## config.mk

```make
export PLATFORM = sky130hd
export DESIGN_NAME = write_operation_flat
export DESIGN_NICKNAME = d
export VERILOG_FILES = /design/src/rtl/write_operation_pkg.sv /design/src/rtl/write_operation_if.sv /design/src/rtl/write_operation_3_to_8_decoder.sv /design/src/rtl/write_operation.sv /design/src/flat_wrapper.sv
export SDC_FILE = /design/constraint.sdc
export NUM_CORES = 1
export LEC_CHECK = 0
export CORE_MARGIN = 2
export CORE_UTILIZATION = 44
export DETAILED_ROUTE_END_ITERATION = 7
export GPL_ROUTABILITY_DRIVEN = 0
export HOLD_SLACK_MARGIN = 0.1
export PLACE_DENSITY = 0.78
export RECOVER_POWER = 25
export SLEW_MARGIN = 20
export SYNTH_ARGS = -nofsm -noshare
export SYNTH_HDL_FRONTEND = slang
export SYNTH_SLANG_ARGS = --single-unit
```

## constraint.sdc

```tcl
create_clock -name clk -period 1.6 [get_ports clk]
set_input_delay 0.32 -clock clk [delete_from_list [all_inputs] [get_ports clk]]
set_output_delay 0.32 -clock clk [all_outputs]
set_load 0.01 [all_outputs]
```

## src/rtl/write_operation_pkg.sv

```systemverilog
// -----------------------------------------------------------------------------
// write_operation_pkg
// Shared constants and types for the register-file write side.
//   DATA_W    : width of each register
//   ADDR_W    : register index width
//   NUM_REGS  : number of registers (2**ADDR_W)
//   BYTE_W    : bits per byte lane
//   NUM_BYTES : byte lanes per register
//   wr_state_e: write FSM encoding (IDLE / COMMIT)
// -----------------------------------------------------------------------------
package write_operation_pkg;

  localparam int DATA_W    = 32;
  localparam int ADDR_W    = 3;
  localparam int NUM_REGS  = 1 << ADDR_W;
  localparam int BYTE_W    = 8;
  localparam int NUM_BYTES = DATA_W / BYTE_W;

  typedef enum logic {
    IDLE   = 1'b0,
    COMMIT = 1'b1
  } wr_state_e;

endpackage : write_operation_pkg

```

## src/rtl/write_operation_if.sv

```systemverilog
// -----------------------------------------------------------------------------
// write_operation_if
// Write-request handshake between a requester and the register-file write side.
//   we      : write request (requester -> register file)
//   wAddr   : target register index
//   wData   : write data
//   byte_en : byte lane enables, bit i covers wData[8i+7:8i]
//   busy    : a captured write is pending (register file -> requester)
//   wr_done : one-cycle pulse after the register update
// Modports: master = requester, slave = register file write side.
// -----------------------------------------------------------------------------
interface write_operation_if;
  import write_operation_pkg::*;

  logic                 we;
  logic [ADDR_W-1:0]    wAddr;
  logic [DATA_W-1:0]    wData;
  logic [NUM_BYTES-1:0] byte_en;
  logic                 busy;
  logic                 wr_done;

  modport master (
    output we,
    output wAddr,
    output wData,
    output byte_en,
    input  busy,
    input  wr_done
  );

  modport slave (
    input  we,
    input  wAddr,
    input  wData,
    input  byte_en,
    output busy,
    output wr_done
  );

endinterface : write_operation_if

```

## src/rtl/write_operation_3_to_8_decoder.sv

```systemverilog
// -----------------------------------------------------------------------------
// write_operation_3_to_8_decoder
// Purely combinational 3-to-8 one-hot decoder with an enable.
//   addr   : 3-bit index
//   enable : when low every output bit is low
//   onehot : bit addr set when enabled
// -----------------------------------------------------------------------------
module write_operation_3_to_8_decoder (
  input  logic [2:0] addr,
  input  logic       enable,
  output logic [7:0] onehot
);

  always_comb begin
    onehot = 8'h00;
    if (enable) begin
      onehot[addr] = 1'b1;
    end
  end

endmodule : write_operation_3_to_8_decoder

```

## src/rtl/write_operation.sv

```systemverilog
// -----------------------------------------------------------------------------
// write_operation
// Write side of the 8 x 32-bit register file. Owns the data registers and
// drives them straight into the read path.
//   clk          : system clock, rising edge
//   reset_n      : asynchronous active-low reset (clears control and registers)
//   wr           : write handshake (slave side): we, wAddr, wData, byte_en in;
//                  busy, wr_done out
//   reg_data0..7 : current register contents, pure register outputs
// A request accepted in IDLE is held for one COMMIT cycle; the selected
// register's enabled bytes update at the end of COMMIT and wr_done pulses in
// the following (IDLE) cycle, which may itself accept the next request.
// -----------------------------------------------------------------------------
module write_operation
  import write_operation_pkg::*;
(
  input  logic              clk,
  input  logic              reset_n,
  write_operation_if.slave  wr,
  output logic [DATA_W-1:0] reg_data0,
  output logic [DATA_W-1:0] reg_data1,
  output logic [DATA_W-1:0] reg_data2,
  output logic [DATA_W-1:0] reg_data3,
  output logic [DATA_W-1:0] reg_data4,
  output logic [DATA_W-1:0] reg_data5,
  output logic [DATA_W-1:0] reg_data6,
  output logic [DATA_W-1:0] reg_data7
);

  // Replace the lanes selected by lane_we, keep the rest of old_word.
  function automatic logic [DATA_W-1:0] merge_bytes(
    input logic [DATA_W-1:0]    old_word,
    input logic [DATA_W-1:0]    new_word,
    input logic [NUM_BYTES-1:0] lane_we
  );
    logic [DATA_W-1:0] result;
    result = old_word;
    for (int i = 0; i < NUM_BYTES; i++) begin
      if (lane_we[i]) begin
        result[i*BYTE_W +: BYTE_W] = new_word[i*BYTE_W +: BYTE_W];
      end
    end
    return result;
  endfunction

  wr_state_e            state_q;
  wr_state_e            state_d;
  logic                 accept;
  logic                 commit_en;

  logic [ADDR_W-1:0]    hold_addr_p0;
  logic [DATA_W-1:0]    hold_data_p0;
  logic [NUM_BYTES-1:0] hold_be_p0;
  logic                 done_p1;

  logic [NUM_REGS-1:0]  row_sel;
  logic [NUM_BYTES-1:0] byte_we [NUM_REGS];
  logic [DATA_W-1:0]    reg_q   [NUM_REGS];

  // FSM: state register
  always_ff @(posedge clk or negedge reset_n) begin
    if (!reset_n) begin
      state_q <= IDLE;
    end else begin
      state_q <= state_d;
    end
  end

  // FSM: next-state logic; requests seen while in COMMIT are simply dropped
  always_comb begin
    state_d = state_q;
    case (state_q)
      IDLE:    if (wr.we) state_d = COMMIT;
      COMMIT:  state_d = IDLE;
      default: state_d = IDLE;
    endcase
  end

  // FSM: outputs decoded from the registered state only
  always_comb begin
    accept    = (state_q == IDLE) && wr.we;
    commit_en = (state_q == COMMIT);
  end

  assign wr.busy    = commit_en;
  assign wr.wr_done = done_p1;

  // Stage p0: request captured on the accepting edge
  always_ff @(posedge clk or negedge reset_n) begin
    if (!reset_n) begin
      hold_addr_p0 <= '0;
      hold_data_p0 <= '0;
      hold_be_p0   <= '0;
    end else if (accept) begin
      hold_addr_p0 <= wr.wAddr;
      hold_data_p0 <= wr.wData;
      hold_be_p0   <= wr.byte_en;
    end
  end

  write_operation_3_to_8_decoder u_dec (
    .addr   (hold_addr_p0),
    .enable (commit_en),
    .onehot (row_sel)
  );

  always_comb begin
    for (int r = 0; r < NUM_REGS; r++) begin
      byte_we[r] = {NUM_BYTES{row_sel[r]}} & hold_be_p0;
    end
  end

  // Stage p1: register array update at the closing edge of COMMIT
  always_ff @(posedge clk or negedge reset_n) begin
    if (!reset_n) begin
      for (int r = 0; r < NUM_REGS; r++) begin
        reg_q[r] <= '0;
      end
    end else begin
      for (int r = 0; r < NUM_REGS; r++) begin
        if (|byte_we[r]) begin
          reg_q[r] <= merge_bytes(reg_q[r], hold_data_p0, byte_we[r]);
        end
      end
    end
  end

  // Completion flag; a reset during COMMIT clears it before it can rise
  always_ff @(posedge clk or negedge reset_n) begin
    if (!reset_n) begin
      done_p1 <= 1'b0;
    end else begin
      done_p1 <= commit_en;
    end
  end

  assign reg_data0 = reg_q[0];
  assign reg_data1 = reg_q[1];
  assign reg_data2 = reg_q[2];
  assign reg_data3 = reg_q[3];
  assign reg_data4 = reg_q[4];
  assign reg_data5 = reg_q[5];
  assign reg_data6 = reg_q[6];
  assign reg_data7 = reg_q[7];

endmodule : write_operation
```

## src/flat_wrapper.sv

```systemverilog
// flat-port wrapper written by rule: the top's interface ports become plain ports
module write_operation_flat import write_operation_pkg::*;
  (clk, reset_n, reg_data0, reg_data1, reg_data2, reg_data3, reg_data4, reg_data5, reg_data6, reg_data7, wr_we, wr_wAddr, wr_wData, wr_byte_en, wr_busy, wr_wr_done);
  write_operation_if wr_i ();
  input  logic clk;
  input  logic reset_n;
  output logic [DATA_W-1:0] reg_data0;
  output logic [DATA_W-1:0] reg_data1;
  output logic [DATA_W-1:0] reg_data2;
  output logic [DATA_W-1:0] reg_data3;
  output logic [DATA_W-1:0] reg_data4;
  output logic [DATA_W-1:0] reg_data5;
  output logic [DATA_W-1:0] reg_data6;
  output logic [DATA_W-1:0] reg_data7;
  input wire logic [$bits(wr_i.we)-1:0] wr_we;
  input wire logic [$bits(wr_i.wAddr)-1:0] wr_wAddr;
  input wire logic [$bits(wr_i.wData)-1:0] wr_wData;
  input wire logic [$bits(wr_i.byte_en)-1:0] wr_byte_en;
  output wire logic [$bits(wr_i.busy)-1:0] wr_busy;
  output wire logic [$bits(wr_i.wr_done)-1:0] wr_wr_done;
  assign wr_i.we = wr_we;
  assign wr_i.wAddr = wr_wAddr;
  assign wr_i.wData = wr_wData;
  assign wr_i.byte_en = wr_byte_en;
  assign wr_busy = wr_i.busy;
  assign wr_wr_done = wr_i.wr_done;
  write_operation u_core (.clk(clk), .reset_n(reset_n), .wr(wr_i), .reg_data0(reg_data0), .reg_data1(reg_data1), .reg_data2(reg_data2), .reg_data3(reg_data3), .reg_data4(reg_data4), .reg_data5(reg_data5), .reg_data6(reg_data6), .reg_data7(reg_data7));
endmodule
```

# After elaboration in Yosys (flattened, before gate mapping)
# Index checks and enable logic that the tools add are counted.
# word_totals
regBits	297
latchBits	0
ram_bits	0
rom_bits	0
in_bits	42
elab_cells	95
n_memories	0
# classes
n_addsub	0
mul	0
div	0
n_lt_le_gt_ge	2
eq_ne	0
n_shift	0
n_mux	5
n_bitwise	9
n_reduce_logical	42
# ops
operator	n
AND reduction 2 bit	32
AND 4 bit	8
OR reduction 4 bit	8
2-to-1 mux 8 bit	1
less-than comparator 3 x 4 -> 1 bit, second input constant	1
demux 1 bit (select 3 bit)	1
>= comparator 3 x 1 -> 1 bit, second input constant	1
logical AND 1 bit	2
2-to-1 mux 1 bit	2
case mux 1 bit (2 select lines)	1
inverter 1 bit	1

# Depth between registers and ports, before layout
# depth
ltp_word	8
ltp_mapped	4
mapped_depth_nobuf	3

# Cells and area by module
# A second synthesis with hierarchy kept.
# hier_totals
hier_cells	641
hier_area_um2	11154.4
# by_module_without_submodules
mod	instances	cells_per_inst	area_per_inst_um2	seq_area_each_um2
write_operation	1	633	11058.1	7432.1
write_operation_3_to_8_decoder	1	8	96.3	0.0

# Worst setup path before layout
# No wires, ideal clock.
# synth_path
path_type	flip-flop to flip-flop
startpoint	register u_core.state_q (netlist: u_core.wr.busy)
endpoint	register u_core.reg_q (netlist bit u_core.reg_data4[0])
setup_time_ns	0.125
arrival_time_ns	1.516
t_required_ns	1.475
path_slack_ns	-0.041
path_stages_with_launch	5
cell_sequence	dfrtp_1 or3b_1 buf_6 nor2_8 mux2_4
# synth_between
elab_chain_len	4
# synth_lines
element	line_no	source
start: declaration	write_operation.sv:46	wr_state_e state_q;
start signal: assignment	write_operation.sv:65	state_q <= state_d;
2-to-1 mux 8 bit (*)	write_operation_3_to_8_decoder.sv:16	if (enable) begin
AND 4 bit (*)	write_operation.sv:109	byte_we[r] = {NUM_BYTES{row_sel[r]}} & hold_be_p0;
OR reduction 4 bit	write_operation.sv:121	if (|byte_we[r]) begin
AND reduction 2 bit (no source line) (*)	n/a	
end signal: indexed assignment	write_operation.sv:122	reg_q[r] <= merge_bytes(reg_q[r], hold_data_p0, byte_we[r]);
end: declaration	write_operation.sv:58	logic [DATA_W-1:0] reg_q [NUM_REGS];
# Mark *: on every way between the ends. The rest lies on a longest branch, timed or not.
# A chain may end at the register's enable or synchronous reset.

# Worst setup path in the final report
# layout_path
startpoint	register u_core.hold_addr_p0[1]
endpoint	register u_core.reg_q (netlist bit u_core.reg_data4[12])
# layout_between
elab_chain_len	8
# layout_lines
element	line_no	source
start: declaration	write_operation.sv:51	logic [ADDR_W-1:0] hold_addr_p0;
start signal: assignment	write_operation.sv:95	hold_addr_p0 <= wr.wAddr;
less-than comparator 3 x 4 -> 1 bit (implied by the code) / >= comparator 3 x 1 -> 1 bit (equally long branches)	write_operation_3_to_8_decoder.sv:17	onehot[addr] = 1'b1;
logical AND 1 bit (implied by the code)	write_operation_3_to_8_decoder.sv:17	
2-to-1 mux 1 bit (implied by the code)	write_operation_3_to_8_decoder.sv:17	
demux 1 bit (select 3 bit) (*)	write_operation_3_to_8_decoder.sv:17	
2-to-1 mux 8 bit (*)	write_operation_3_to_8_decoder.sv:16	
AND 4 bit (*)	write_operation.sv:109	
OR reduction 4 bit	write_operation.sv:121	
AND reduction 2 bit (no source line) (*)	n/a	
# Marks and branches as above.

==> out/results.txt <==
status -> finished, violations left
violated checks -> setup timing
Sequential Power Share -> 0.408
DRC -> 0
root buffer cell -> clkbuf_16
Total Wirelength -> 30700 um
main combinational cell family by area after synthesis -> multiplexers
Slew Limit Fails -> 0
Unique masters post-synth -> 14
GRT Overall Usage -> 0.223
Synth Area in XOR/XNOR -> 0
clock network fraction of total power -> 0.242
number of global-route vias before repair -> 7641
dpl hpwl -> 20500 um
CTS max path bufs -> 3
Met2 Routed Length -> 15100 um
slowest stage cell, crit path -> or3b_4
Worst EP arrival -> 2.11 ns
Setup-failing EPs final -> 76
P_leak -> 8.34 nW
layout cells sized above 1 -> 0.433
sw power -> 9.49 mW
Internal -> 21.9 mW
Ys Warns -> 0
worst skew pair latency -> 0.55 ns
Least-Margin Pin Slew -> 0.795 ns
Peak Freq -> 593 MHz
commonest non-fill, non-tap cells in the layout -> dfrtp_1, dlygate4sd2_1, mux2_2, mux2_4, clkdlybuf4s50_1
M1 WL -> 12800 um
Rows -> 58
antenna viol nets, final -> 0
fin nets -> 1090
top routing layer in use -> met4
Port Buf Inserts -> 299
die height -> 163 um
post-synthesis simple-gate area fraction -> 0.0311
Crit. End Element -> flop
drt pass-1 iters -> 4
critical path type -> flop to flop
Inserted Clock Buffers -> 30
clk slew on worst S/H paths -> 0.06 ns
Sw Ratio -> 0.302
RSZ-0062 raised after global routing -> true
Area after DPL -> 15400 um^2
Critical Path RT -> 2.02 ns
cell area after layout -> 17000 um^2
Crit Path Max Fanout -> 8
slowest stage delay, CP -> 0.43 ns
CORE AREA -> 25100 um^2
Worst Skew -> 0.0206 ns
CTS H-tree depth -> 1
Mapped Cells -> 649
crit start category -> flop
complex-gate fraction of the synthesized area -> 0
TritonCTS clock tree -> built
Synth Cell Area -> 11200 um^2
mux cell area share after synthesis -> 0.299
vias per std cell -> 5.06
Hold Fails Final Rpt -> 0
max cap viols -> 0
Rel. slew slack -> 0.470
Clock Sinks -> 297
Initial Util -> 0.446
commonest non-fill, non-tap cell in the layout -> dfrtp_1
global-route wire length before repair -> 45700 um
Gate power share -> 0.351
Overflow after GRT -> 0
routed wl met3 -> 2050 um
pin count of the biggest net entering global routing -> 53
synthesis-stage register bit count -> 297
Avg Synthesized Cell Area -> 17.2 um^2
area grow syn2layout -> 51.8%
Die Area -> 26700 um^2
syn_nets -> 691
sequential element share of the synthesized area -> 0.664
die width -> 163 um
initial antenna violation count -> 3
Power Dens Cells -> 1850 nW/um^2
Post-Synth Adder-Cell Area -> 0
worst setup slack after placement -> -0.148 ns
critical-path cell list -> or3b_4 > buf_6 > nor2_8 > mux2_2
IO Pins -> 300
initial drt markers -> 357
Final period util -> 1.05
via count -> 7108
Worst Slack Setup Final -> -0.0873 ns
min Tclk post-route -> 1.69 ns
wire per inst -> 21.8 um
VDD IR-drop max -> 1.01 mV
HP Class -> input port to flop
==> logic make-up (layout without fill, tap and decap cells) <==
| logic type | Yosys count | after routing |
|---|---|---|
| other cells | 0 | 3 |
| mux | 295 | 295 |
| flops | 297 | 297 |
| simple gates | 46 | 46 |
| buf+inv | 11 | 434 |
==> through the flow <==
step / util / setup TNS [ns] / cells / hold slack [ns] / power [mW]
after global routing: 0.677 / -13.90 / 1404 / 0.378 / 33.0
after detailed placement: 0.613 / -11.52 / 1339 / 0.291 / 24.9
after floorplan: - / 0 / 649 / 0.0244 / 17.0
after CTS: 0.657 / -3.35 / 1403 / 0.304 / 30.5
after global placement: 0.613 / -9.43 / 1339 / 0.289 / 24.6
final: 0.677 / -2.48 / 1405 / 0.373 / 31.4
==> synthesized netlist by cell type, drive strengths merged <==
master,number,share of area
dfrtp,297,0.66
mux2,295,0.30
nor2,28,0.021
buf,11,0.0055
nand2b,8,0.0045
nand2,4,0.0013
nand3b,2,0.0013
nand3,1,0.00089
nor2b,1,0.00056
nor3b,1,0.0011
or3b,1,0.00078
==> critical path, delay by kind of cell, from the launching register on <==
family                 cells  cell delay, ns
buffers and inverters      1            0.15
multiplexers               1            0.37
AND/OR/NAND/NOR            2            0.61
flip-flops                 1            0.42
==> registers in the layout, summed over array words and instances, names as in the netlist <==
| signal | flops |
|---|---|
| u_core.hold_data_p0 | 32 |
| u_core.reg_data0 | 32 |
| u_core.reg_data1 | 32 |
| u_core.reg_data2 | 32 |
| u_core.reg_data3 | 32 |
| u_core.reg_data4 | 32 |
| u_core.reg_data5 | 32 |
| u_core.reg_data6 | 32 |
| u_core.reg_data7 | 32 |
| u_core.hold_be_p0 | 4 |
| u_core.hold_addr_p0 | 3 |
| u_core.wr.busy | 1 |
| u_core.wr.wr_done | 1 |
==> timing repair <==
action	4_1_cts	5_1_grt
setup endpoints to repair	435	282
hold buffers	1	0
gates resized for setup	318	164
setup buffers	5	2
hold endpoints to repair	164	0
cloned	2	1
pin swaps	12	15
==> layer usage <==
layer / GRT usage / vias to the layer above
li1: - / 3130
met1: 0.290 / 3707
met2: 0.374 / 218
met3: 0.0569 / 53
met4: 0.0574 / 0
met5: 0 / -
==> layout make-up <==
type / count / area [um^2]
clock buffers: 39 / 836
fillers: 1847 / 8110
well taps: 330 / 413
diodes: 3 / 7.51
clock inverters: 17 / 248
repair buffers: 378 / 3670
flip-flops and latches: 297 / 7430
multi-input cells: 341 / 4380
==> power by group through the flow <==
stage	sequential [mW]	clock (mW)	combinational, mW
floorplan	13.9	0	3.07
global placement	12.8	0	11.8
detailed placement	12.9	0	12.0
CTS	12.7	7.71	10.1
global route	13.2	8.05	11.7
finish	12.8	7.58	11.0
==> worst paths after layout <==
check                                  startpoint                      to  slack, ns  cells after the start
setup / recovery           u_core.hold_addr_p0[1]    u_core.reg_data4[12]      -0.09                      4
hold / removal                        wr_wAddr[1]  u_core.hold_addr_p0[1]       0.37                      2
setup reg to reg           u_core.hold_addr_p0[1]    u_core.reg_data4[12]      -0.09                      4
hold reg to reg              u_core.reg_data7[28]    u_core.reg_data7[28]       0.50                      1
max in group asynchronous                 reset_n    u_core.reg_data3[25]       0.22                      3
min in group asynchronous                 reset_n  u_core.hold_data_p0[0]       0.41                      2
(Power assumes the default switching activity.)
